File: src/rtl/adc_spi_master_if.sv
// Command-side bundle between the register-config block and the ADC SPI master.
// The master modport is the requester; the slave modport is the SPI engine.
interface adc_spi_master_if #(
    parameter int ADDR_W = 13,
    parameter int DATA_W = 8
);
    logic [15:0]       clk_div_cnt;
    logic              spi_addr_2byte;
    logic              cmd_write;
    logic              cmd_read;
    logic [ADDR_W-1:0] write_addr;
    logic [ADDR_W-1:0] read_addr;
    logic [DATA_W-1:0] write_data;
    logic              cmd_write_ack;
    logic              cmd_read_ack;
    logic [DATA_W-1:0] read_data;
    logic              busy;

    modport master (
        output clk_div_cnt, spi_addr_2byte, cmd_write, cmd_read,
               write_addr, read_addr, write_data,
        input  cmd_write_ack, cmd_read_ack, read_data, busy
    );

    modport slave (
        input  clk_div_cnt, spi_addr_2byte, cmd_write, cmd_read,
               write_addr, read_addr, write_data,
        output cmd_write_ack, cmd_read_ack, read_data, busy
    );
endinterface

File: src/rtl/adc_spi_master.sv
// 3-wire SPI master for single-register ADC writes and reads.
// Sends {RW, address} plus one data byte MSB-first and turns the data line around for reads.
module adc_spi_master #(
    parameter int ADDR_W = 13,
    parameter int DATA_W = 8
) (
    input  logic             clk,
    input  logic             rst,
    adc_spi_master_if.slave  bus,
    output logic             spi_ce,
    output logic             spi_sclk,
    output logic             spi_dir,
    output logic             spi_out,
    input  logic             spi_in
);

    localparam int         FRAME_W  = 16 + DATA_W;
    localparam logic [5:0] LEN_1B   = 6'(8 + DATA_W);
    localparam logic [5:0] LEN_2B   = 6'(16 + DATA_W);
    localparam logic [5:0] INSTR_1B = 6'd8;
    localparam logic [5:0] INSTR_2B = 6'd16;

    typedef enum logic [2:0] {IDLE, SETUP, SCLK_HI, SCLK_LO, HOLD, ACK} state_t;

    state_t             state;
    logic [15:0]        timer;
    logic [15:0]        h_m1;
    logic [5:0]         bit_idx;
    logic [5:0]         frame_len;
    logic [5:0]         instr_len;
    logic               is_read;
    logic               rearm;
    logic [FRAME_W-1:0] shreg;
    logic [DATA_W-1:0]  rx;

    logic               sel_read;
    logic [ADDR_W-1:0]  sel_addr;
    logic [DATA_W-1:0]  sel_data;
    logic [FRAME_W-1:0] load_word;
    logic [15:0]        load_h_m1;

    // Frame is built left-aligned so the 1-byte mode simply runs out of bits earlier.
    always_comb begin
        sel_read  = !bus.cmd_write;
        sel_addr  = bus.cmd_write ? bus.write_addr : bus.read_addr;
        sel_data  = bus.cmd_write ? bus.write_data : '0;
        load_word = '0;
        if (bus.spi_addr_2byte)
            load_word = {sel_read, {(15 - ADDR_W){1'b0}}, sel_addr, sel_data};
        else
            load_word = {sel_read, sel_addr[6:0], sel_data, 8'h00};
        load_h_m1 = (bus.clk_div_cnt == 16'd0) ? 16'd0 : bus.clk_div_cnt - 16'd1;
    end

    always_ff @(posedge clk) begin
        if (!rst) begin
            state             <= IDLE;
            timer             <= '0;
            h_m1              <= '0;
            bit_idx           <= '0;
            frame_len         <= LEN_1B;
            instr_len         <= INSTR_1B;
            is_read           <= 1'b0;
            rearm             <= 1'b1;
            shreg             <= '0;
            rx                <= '0;
            spi_ce            <= 1'b1;
            spi_sclk          <= 1'b0;
            spi_dir           <= 1'b1;
            spi_out           <= 1'b0;
            bus.cmd_write_ack <= 1'b0;
            bus.cmd_read_ack  <= 1'b0;
            bus.read_data     <= '0;
            bus.busy          <= 1'b0;
        end else begin
            case (state)
                IDLE: begin
                    if (rearm && (bus.cmd_write || bus.cmd_read)) begin
                        state     <= SETUP;
                        rearm     <= 1'b0;
                        bus.busy  <= 1'b1;
                        is_read   <= sel_read;
                        shreg     <= load_word;
                        spi_out   <= load_word[FRAME_W-1];
                        spi_ce    <= 1'b0;
                        spi_dir   <= 1'b1;
                        timer     <= load_h_m1;
                        h_m1      <= load_h_m1;
                        bit_idx   <= '0;
                        frame_len <= bus.spi_addr_2byte ? LEN_2B : LEN_1B;
                        instr_len <= bus.spi_addr_2byte ? INSTR_2B : INSTR_1B;
                    end else if (!bus.cmd_write && !bus.cmd_read) begin
                        rearm <= 1'b1;
                    end
                end
                SETUP: begin
                    if (timer == 16'd0) begin
                        state    <= SCLK_HI;
                        spi_sclk <= 1'b1;
                        timer    <= h_m1;
                    end else begin
                        timer <= timer - 16'd1;
                    end
                end
                SCLK_HI: begin
                    if (is_read && timer == h_m1 && bit_idx >= instr_len)
                        rx <= {rx[DATA_W-2:0], spi_in};
                    if (timer == 16'd0) begin
                        state    <= SCLK_LO;
                        spi_sclk <= 1'b0;
                        timer    <= h_m1;
                        bit_idx  <= bit_idx + 6'd1;
                        shreg    <= shreg << 1;
                        // Once the last instruction bit has been clocked, a read hands the line to the ADC.
                        if (is_read && (bit_idx + 6'd1) >= instr_len) begin
                            spi_dir <= 1'b0;
                            spi_out <= 1'b0;
                        end else begin
                            spi_out <= shreg[FRAME_W-2];
                        end
                    end else begin
                        timer <= timer - 16'd1;
                    end
                end
                SCLK_LO: begin
                    if (timer == 16'd0) begin
                        timer <= h_m1;
                        if (bit_idx == frame_len) begin
                            state   <= HOLD;
                            spi_ce  <= 1'b1;
                            spi_dir <= 1'b1;
                            spi_out <= 1'b0;
                        end else begin
                            state    <= SCLK_HI;
                            spi_sclk <= 1'b1;
                        end
                    end else begin
                        timer <= timer - 16'd1;
                    end
                end
                HOLD: begin
                    if (timer == 16'd0) begin
                        state <= ACK;
                        if (is_read) begin
                            bus.cmd_read_ack <= 1'b1;
                            bus.read_data    <= rx;
                        end else begin
                            bus.cmd_write_ack <= 1'b1;
                        end
                    end else begin
                        timer <= timer - 16'd1;
                    end
                end
                ACK: begin
                    state             <= IDLE;
                    bus.cmd_write_ack <= 1'b0;
                    bus.cmd_read_ack  <= 1'b0;
                    bus.busy          <= 1'b0;
                end
                default: state <= IDLE;
            endcase
        end
    end

endmodule

File: src/flat_wrapper.sv
// flat-port wrapper written by rule: the top's interface ports become plain ports
module adc_spi_master_flat 
#(
    parameter int ADDR_W = 13,
    parameter int DATA_W = 8
)
  (clk, rst, spi_ce, spi_sclk, spi_dir, spi_out, spi_in, bus_clk_div_cnt, bus_spi_addr_2byte, bus_cmd_write, bus_cmd_read, bus_write_addr, bus_read_addr, bus_write_data, bus_cmd_write_ack, bus_cmd_read_ack, bus_read_data, bus_busy);
  adc_spi_master_if #(.ADDR_W(ADDR_W), .DATA_W(DATA_W)) bus_i ();
  input  logic clk;
  input  logic rst;
  output logic spi_ce;
  output logic spi_sclk;
  output logic spi_dir;
  output logic spi_out;
  input  logic spi_in;
  input wire logic [$bits(bus_i.clk_div_cnt)-1:0] bus_clk_div_cnt;
  input wire logic [$bits(bus_i.spi_addr_2byte)-1:0] bus_spi_addr_2byte;
  input wire logic [$bits(bus_i.cmd_write)-1:0] bus_cmd_write;
  input wire logic [$bits(bus_i.cmd_read)-1:0] bus_cmd_read;
  input wire logic [$bits(bus_i.write_addr)-1:0] bus_write_addr;
  input wire logic [$bits(bus_i.read_addr)-1:0] bus_read_addr;
  input wire logic [$bits(bus_i.write_data)-1:0] bus_write_data;
  output wire logic [$bits(bus_i.cmd_write_ack)-1:0] bus_cmd_write_ack;
  output wire logic [$bits(bus_i.cmd_read_ack)-1:0] bus_cmd_read_ack;
  output wire logic [$bits(bus_i.read_data)-1:0] bus_read_data;
  output wire logic [$bits(bus_i.busy)-1:0] bus_busy;
  assign bus_i.clk_div_cnt = bus_clk_div_cnt;
  assign bus_i.spi_addr_2byte = bus_spi_addr_2byte;
  assign bus_i.cmd_write = bus_cmd_write;
  assign bus_i.cmd_read = bus_cmd_read;
  assign bus_i.write_addr = bus_write_addr;
  assign bus_i.read_addr = bus_read_addr;
  assign bus_i.write_data = bus_write_data;
  assign bus_cmd_write_ack = bus_i.cmd_write_ack;
  assign bus_cmd_read_ack = bus_i.cmd_read_ack;
  assign bus_read_data = bus_i.read_data;
  assign bus_busy = bus_i.busy;
  adc_spi_master #(.ADDR_W(ADDR_W), .DATA_W(DATA_W)) u_core (.clk(clk), .rst(rst), .bus(bus_i), .spi_ce(spi_ce), .spi_sclk(spi_sclk), .spi_dir(spi_dir), .spi_out(spi_out), .spi_in(spi_in));
endmodule
File: config.mk
export PLATFORM = sky130hd
export DESIGN_NAME = adc_spi_master_flat
export DESIGN_NICKNAME = d
export VERILOG_FILES = /design/src/rtl/adc_spi_master_if.sv /design/src/rtl/adc_spi_master.sv /design/src/flat_wrapper.sv
export SDC_FILE = /design/constraint.sdc
export NUM_CORES = 1
export LEC_CHECK = 0
export CAP_MARGIN = 20
export CORE_MARGIN = 1.5
export CORE_UTILIZATION = 26
export DETAILED_ROUTE_END_ITERATION = 10
export GPL_ROUTABILITY_DRIVEN = 0
export HOLD_SLACK_MARGIN = 0.03
export PLACE_DENSITY_LB_ADDON = 0.12
export SYNTH_ARGS = -nofsm -noshare
export SYNTH_HDL_FRONTEND = slang
export SYNTH_SLANG_ARGS = --single-unit
File: constraint.sdc
create_clock -name clk -period 2.55 [get_ports clk]
set_input_delay 0.255 -clock clk [delete_from_list [all_inputs] [get_ports clk]]
set_output_delay 0.255 -clock clk [all_outputs]
set_load 0.05 [all_outputs]
# Word level (Yosys, flattened, before mapping)
# Cells that the tools add are included.
word_totals:
  ff_bits: 101
  latch_bits: 0
  ram_bits: 0
  romBits: 0
  in_bits: 56
  output_inout_bits: 15
  word_cells: 126
  n_memories: 0
op_classes:
  add_sub_neg: 3
  multipliers: 0
  div: 0
  order_cmp: 2
  n_eq_ne: 18
  n_shift: 0
  mux: 51
  n_bitwise: 0
  n_reduce_logical: 34
ops:
  columns: ["cell", "n"]
  rows:
  - ["2-to-1 mux 23 bit", 3]
  - ["2-to-1 mux 16 bit", 4]
  - ["case mux 16 bit (3 select lines)", 1]
  - ["case mux 23 bit (2 select lines)", 1]
  - ["zero test 16 bit", 2]
  - ["subtractor 16 x 1 -> 16 bit, second input constant", 2]
  - ["2-to-1 mux 1 bit", 21]
  - ["2-to-1 mux 3 bit", 6]
  - ["== test 16 bit", 1]
  - ["!= test 2 x 1 -> 1 bit, second input constant", 8]
  - ["case mux 3 bit (5 select lines)", 1]
  - ["AND reduction 3 bit", 5]
  - ["AND reduction 5 bit", 3]
  - ["2-to-1 mux 13 bit", 1]
  - ["greater-or-equal comparator 6 bit", 2]
  - ["2-to-1 mux 6 bit", 2]
  - ["case mux 6 bit (2 select lines)", 1]
  - ["nonzero test 2 bit", 5]
  - ["case mux 1 bit (3 select lines)", 3]
  - ["nonzero test 3 bit", 3]
  - ["2-to-1 mux 8 bit", 1]
  - ["case mux 1 bit (2 select lines)", 4]
  - ["AND reduction 2 bit", 4]
  - ["adder 6 x 1 -> 6 bit, second input constant", 1]
  - ["other kinds (14)", 23]

# Depth between registers and ports, before layout
depth:
  word_depth: 6
  ltp_mapped: 10
  depth_no_buf: 9

# Worst setup path before layout
# Ideal clock, no wire load.
synth_path:
  kind: "register -> register"
  start: "register u_core.timer[0]"
  end: "register u_core.timer[12]"
  arrival_ps: 1790
  slack_ps: 641
  path_stages_with_launch: 10
  synth_period_minus_slack_ps: 1909
  path_cell_list: "dfxtp_1 clkbuf_1 inv_1 ha_1 and3_1 buf_2 nand2_4 clkbuf_1 a22oi_1 o221a_2"
synth_via:
  elab_chain_cells: 3
  word_cells_on_any_way: 7
  classes_between: "add/sub: 1; eq/ne: 1; mux: 3; reduce/logical: 2"
synth_rtl:
  columns: ["element", "line", "source"]
  rows:
  - ["start, declared", "adc_spi_master.sv:26", "logic [15:0] timer;"]
  - ["start signal, assigned", "adc_spi_master.sv:87", "timer <= load_h_m1;"]
  - ["start signal, assigned", "adc_spi_master.sv:100", "timer <= h_m1;"]
  - ["start signal, assigned", "adc_spi_master.sv:102", "timer <= timer - 16'd1;"]
  - ["subtractor 16 x 1 -> 16 bit / zero test 16 bit (equally long branches)", null, null]
  - ["2-to-1 mux 16 bit, or another cell as far along", "adc_spi_master.sv:142", "if (timer == 16'd0) begin"]
  - ["case mux 16 bit (3 select lines) / AND reduction 3 bit (equally long branches)", null, null]
# Several ways; a longest one is shown, not always the timed one. The select of a mux whose other input is x is not followed.
# A chain may end at the register's enable or synchronous reset.

# Worst setup path after layout
layout_path:
  start: "register u_core.state[1]"
  end: "register u_core.shreg[16]"
layout_via:
  elab_chain_cells: 3
  word_cells_on_any_way: 7
  classes_between: "eq/ne: 3; mux: 1; reduce/logical: 3"
layout_rtl:
  columns: ["element", "line", "source"]
  rows:
  - ["start, declared", "adc_spi_master.sv:25", "state_t state;"]
  - ["start signal, assigned", "adc_spi_master.sv:57", "state <= IDLE;"]
  - ["start signal, assigned", "adc_spi_master.sv:79", "state <= SETUP;"]
  - ["start signal, assigned", "adc_spi_master.sv:98", "state <= SCLK_HI;"]
  - ["== test 3 x 2 -> 1 bit / zero test 3 bit (equally long branches)", "adc_spi_master.sv:76", "case (state)"]
  - ["!= test 2 x 1 -> 1 bit (no source line) / nonzero test 2 bit (equally long branches)", null, null]
  - ["AND reduction 3 bit (no source line)", null, null]
  - ["end signal, assigned", "adc_spi_master.sv:83", "shreg <= load_word;"]
  - ["end signal, assigned", "adc_spi_master.sv:113", "shreg <= shreg << 1;"]
  - ["end, declared", "adc_spi_master.sv:33", "logic [FRAME_W-1:0] shreg;"]
# Several ways; a longest one is shown, not always the timed one.

==> results_dict.tcl <==
set metrics [dict create \
    worstPathArrival_ns 2.57 \
    rr_startpoint "u_core.state[1]" \
    clkTransAtPathRegs_ns 0.07 \
    final_common_cell "dfxtp_1" \
    drt-total-wl_mm 17.4 \
    total_power_mw 4.35 \
    grt_pass1_wl_mm 28.1 \
    synth_seq_cells 91 \
    pre_cts_ws_ns -0.0464 \
    ff2ff_setup_slack_ns 0.23 \
    async_flop_share 0 \
    wl_per_cell_um 17.0 \
    vdd.ir_drop.worst_mv 0.335 \
    vias_per_cell 5.05 \
    cts_buffer_depth 2 \
    clock_sinks 91 \
    final_cells 1025 \
    layout.nets 812 \
    dp.final_hpwl_mm 13.1 \
    track_usage 0.161 \
    syn_nets 729 \
    hold_depth 2 \
    finClkSkew_ns 0.00720 \
    p_comb_frac 0.282 \
    core.rowCount 53 \
    min_to "u_core.instr_len[3]" \
    slew_violations 0 \
    grt_overflow_total 0 \
    seq_power_share 0.393 \
    cts_setup_buffers 0 \
    powerDensity_nw_per_um2 612 \
    hold_class "input pin to flip-flop" \
    finalSetupViolations 0 \
    start_util 0.266 \
    fin_crit_ns 2.32 \
    power_frac_clock 0.325 \
    cts_resized 0 \
    drtAntennaViolNets 0 \
    vias 5172 \
    clk_latency_ns 0.35 \
    antenna_found_initial 0 \
    critPathKind "flip-flop to flip-flop" \
    chipWidth_um 150 \
    cp_max_fo 24 \
    post-place-cells 1009 \
    post-route-period-util 0.911 \
    port_buffers 70 \
    synth_top_cell_by_area "dfxtp_1" \
    die_area_um2 22500 \
    end_kind "flip-flop" \
    yosysWarnings 0 \
    ys_top_cells_by_area "dfxtp_1 32%, xnor2_1 5.0%, nand2_1 4.6%" \
    cellLeakagePower_nw 2.76 \
    slowest_delay_ns 0.57 \
    ys_types 77 \
    grt_pass1_vias 5286 \
    drt-pass1-iter-count 5 \
    fill_cells 2235 \
    fin_ws_ns 0.226 \
    status "finished clean" \
    hp-start "rst" \
    io_pins 71 \
    whs_ns 0.386 \
    seq_area_frac_synth 0.325 \
    syn_inst 662 \
    netlist_area_um2 5610 \
    cellInternalPower_mw 2.89 \
    maxCapViolCount 0 \
    cts-htree-levels 3 \
    switchingPower_mw 1.46 \
    hold_viol 0 \
    crit_path_top_delay_cell "dfxtp_1" \
    post-route-drc-count 0 \
    avgSynthCellArea_um2 8.47 \
    setup-tns-final_ns 0 \
    worstPathRequired_ns 2.80 \
    timing.slew.headroom 0.564 \
    ys.flop_type "dfxtp_1" \
    postCtsHoldBufs 0 \
    fmax_mhz 430 \
    diodes 0 \
    worst_slew_pin_slew_ns 0.652 \
    worst_r2r_path_depth 7 \
    r2r_end "u_core.shreg[16]" \
    synth_edf_count 0 \
    layout_common_cells "91 x dfxtp_1, 69 x nand2_1, 69 x clkdlybuf4s50_1" \
    grt_max_degree 33 \
    drt_iter0_drc 369 \
    cts_made_buffers 9 \
    synth_top_area_share 0.325 \
    cts_root_buf "clkbuf_16" \
    area_growth_pct 26.8 \
    cp-start-kind "flip-flop" \
    path_cells "nor2b_1 -> nand2b_1 -> buf_4 -> o21ai_4 -> buf_4 -> o211ai_1 -> o211a_1" \
    drive_gt1_frac 0.149 \
    coreArea_um2 21100 \
    crit_top_cell "buf_4" \
    cts_tree "yes" \
    switching_share 0.335 \
    rsz0062_at_grt "no" \
    die-height_um 150 \
]
## Yosys cell counts (all sizes together), types with 8 or more instances
library cell and n:
a21boi 13, a21oi 28, a22oi 10, and2 8, buf 20, clkbuf 30
dfxtp 91, ha 11, inv 13, mux2i 25, nand2 70, nand3 37
nor2 31, nor2b 41, nor3 24, nor4 10, o211a 16, o211ai 11
o21ai 38, o311ai 8, xnor2 32, xor2 9
## routing by layer
metal | vias to the layer above | wire length (um) | GRT usage
li1 | 2573 | - | -
met1 | 2460 | 8480 | 0.217
met2 | 119 | 7940 | 0.257
met3 | 20 | 613 | 0.0223
met4 | 0 | 351 | 0.0627
met5 | - | 0 | 0
## worst max-delay path by stage
stage                            start          endpoint  cells past startpoint
finish                 u_core.state[1]  u_core.shreg[16]                      7
global route           u_core.timer[4]  u_core.shreg[16]                      7
CTS                    u_core.state[2]  u_core.shreg[16]                      6
detailed placement  bus_clk_div_cnt[2]   u_core.timer[1]                      6
global placement    bus_clk_div_cnt[2]   u_core.timer[1]                      6
floorplan              u_core.timer[0]  u_core.timer[12]                      9
## metrics by stage
stage	util	cell area, um2
after CTS	0.337	7110
after floorplan	-	5610
after global routing	0.337	7110
after detailed placement	0.322	6800
after global placement	0.322	6800
final	0.337	7110
## state kept, by name, summed over array words and instances, names as in the netlist
register,count
u_core.h_m1,16
u_core.spi_dir,1
u_core.instr_len,2
u_core.spi_sclk,1
u_core.spi_ce,1
u_core.rx,8
u_core.shreg,23
u_core.bus.cmd_write_ack,1
u_core.spi_out,1
u_core.rearm,1
u_core.bit_idx,6
u_core.state,3
u_core.timer,16
u_core.bus.busy,1
u_core.is_read,1
u_core.bus.read_data,8
u_core.bus.cmd_read_ack,1
## worst max-delay path, delay by kind of cell, from the launching register on
kind / cells / cell delay [ns]
simple gates: 2 / 0.47
flops: 1 / 0.57
buf+inv: 2 / 0.51
compound gates: 3 / 0.66
## power groups by stage
stage | clock network, mW | logic [mW] | registers, mW
after floorplan | 0 | 0.813 | 1.70
after global placement | 0 | 1.22 | 1.74
after detailed placement | 0 | 1.22 | 1.74
after CTS | 1.45 | 1.23 | 1.71
after global routing | 1.52 | 1.35 | 1.73
final | 1.41 | 1.23 | 1.71
## logic make-up after synthesis
kind of cell | count (synthesis) | synth area share
compound gates | 171 | 0.226
xor+xnor | 41 | 0.0640
fa+ha+maj | 11 | 0.0245
buf+inv | 63 | 0.0558
flops | 91 | 0.325
mux | 31 | 0.0566
simple gates | 254 | 0.248
## cell type report
class	count	area, um2	share of cell area
clock buffers	9	225	0.0317
clock inverters	7	83.8	0.0118
inverters	13	48.8	0.00686
multi-input cells	508	3490	0.491
flip-flops and latches	91	1820	0.256
well taps	275	344	0.0484
repair buffers	122	1100	0.154
No activity file was read; power rests on OpenSTA's default activity.
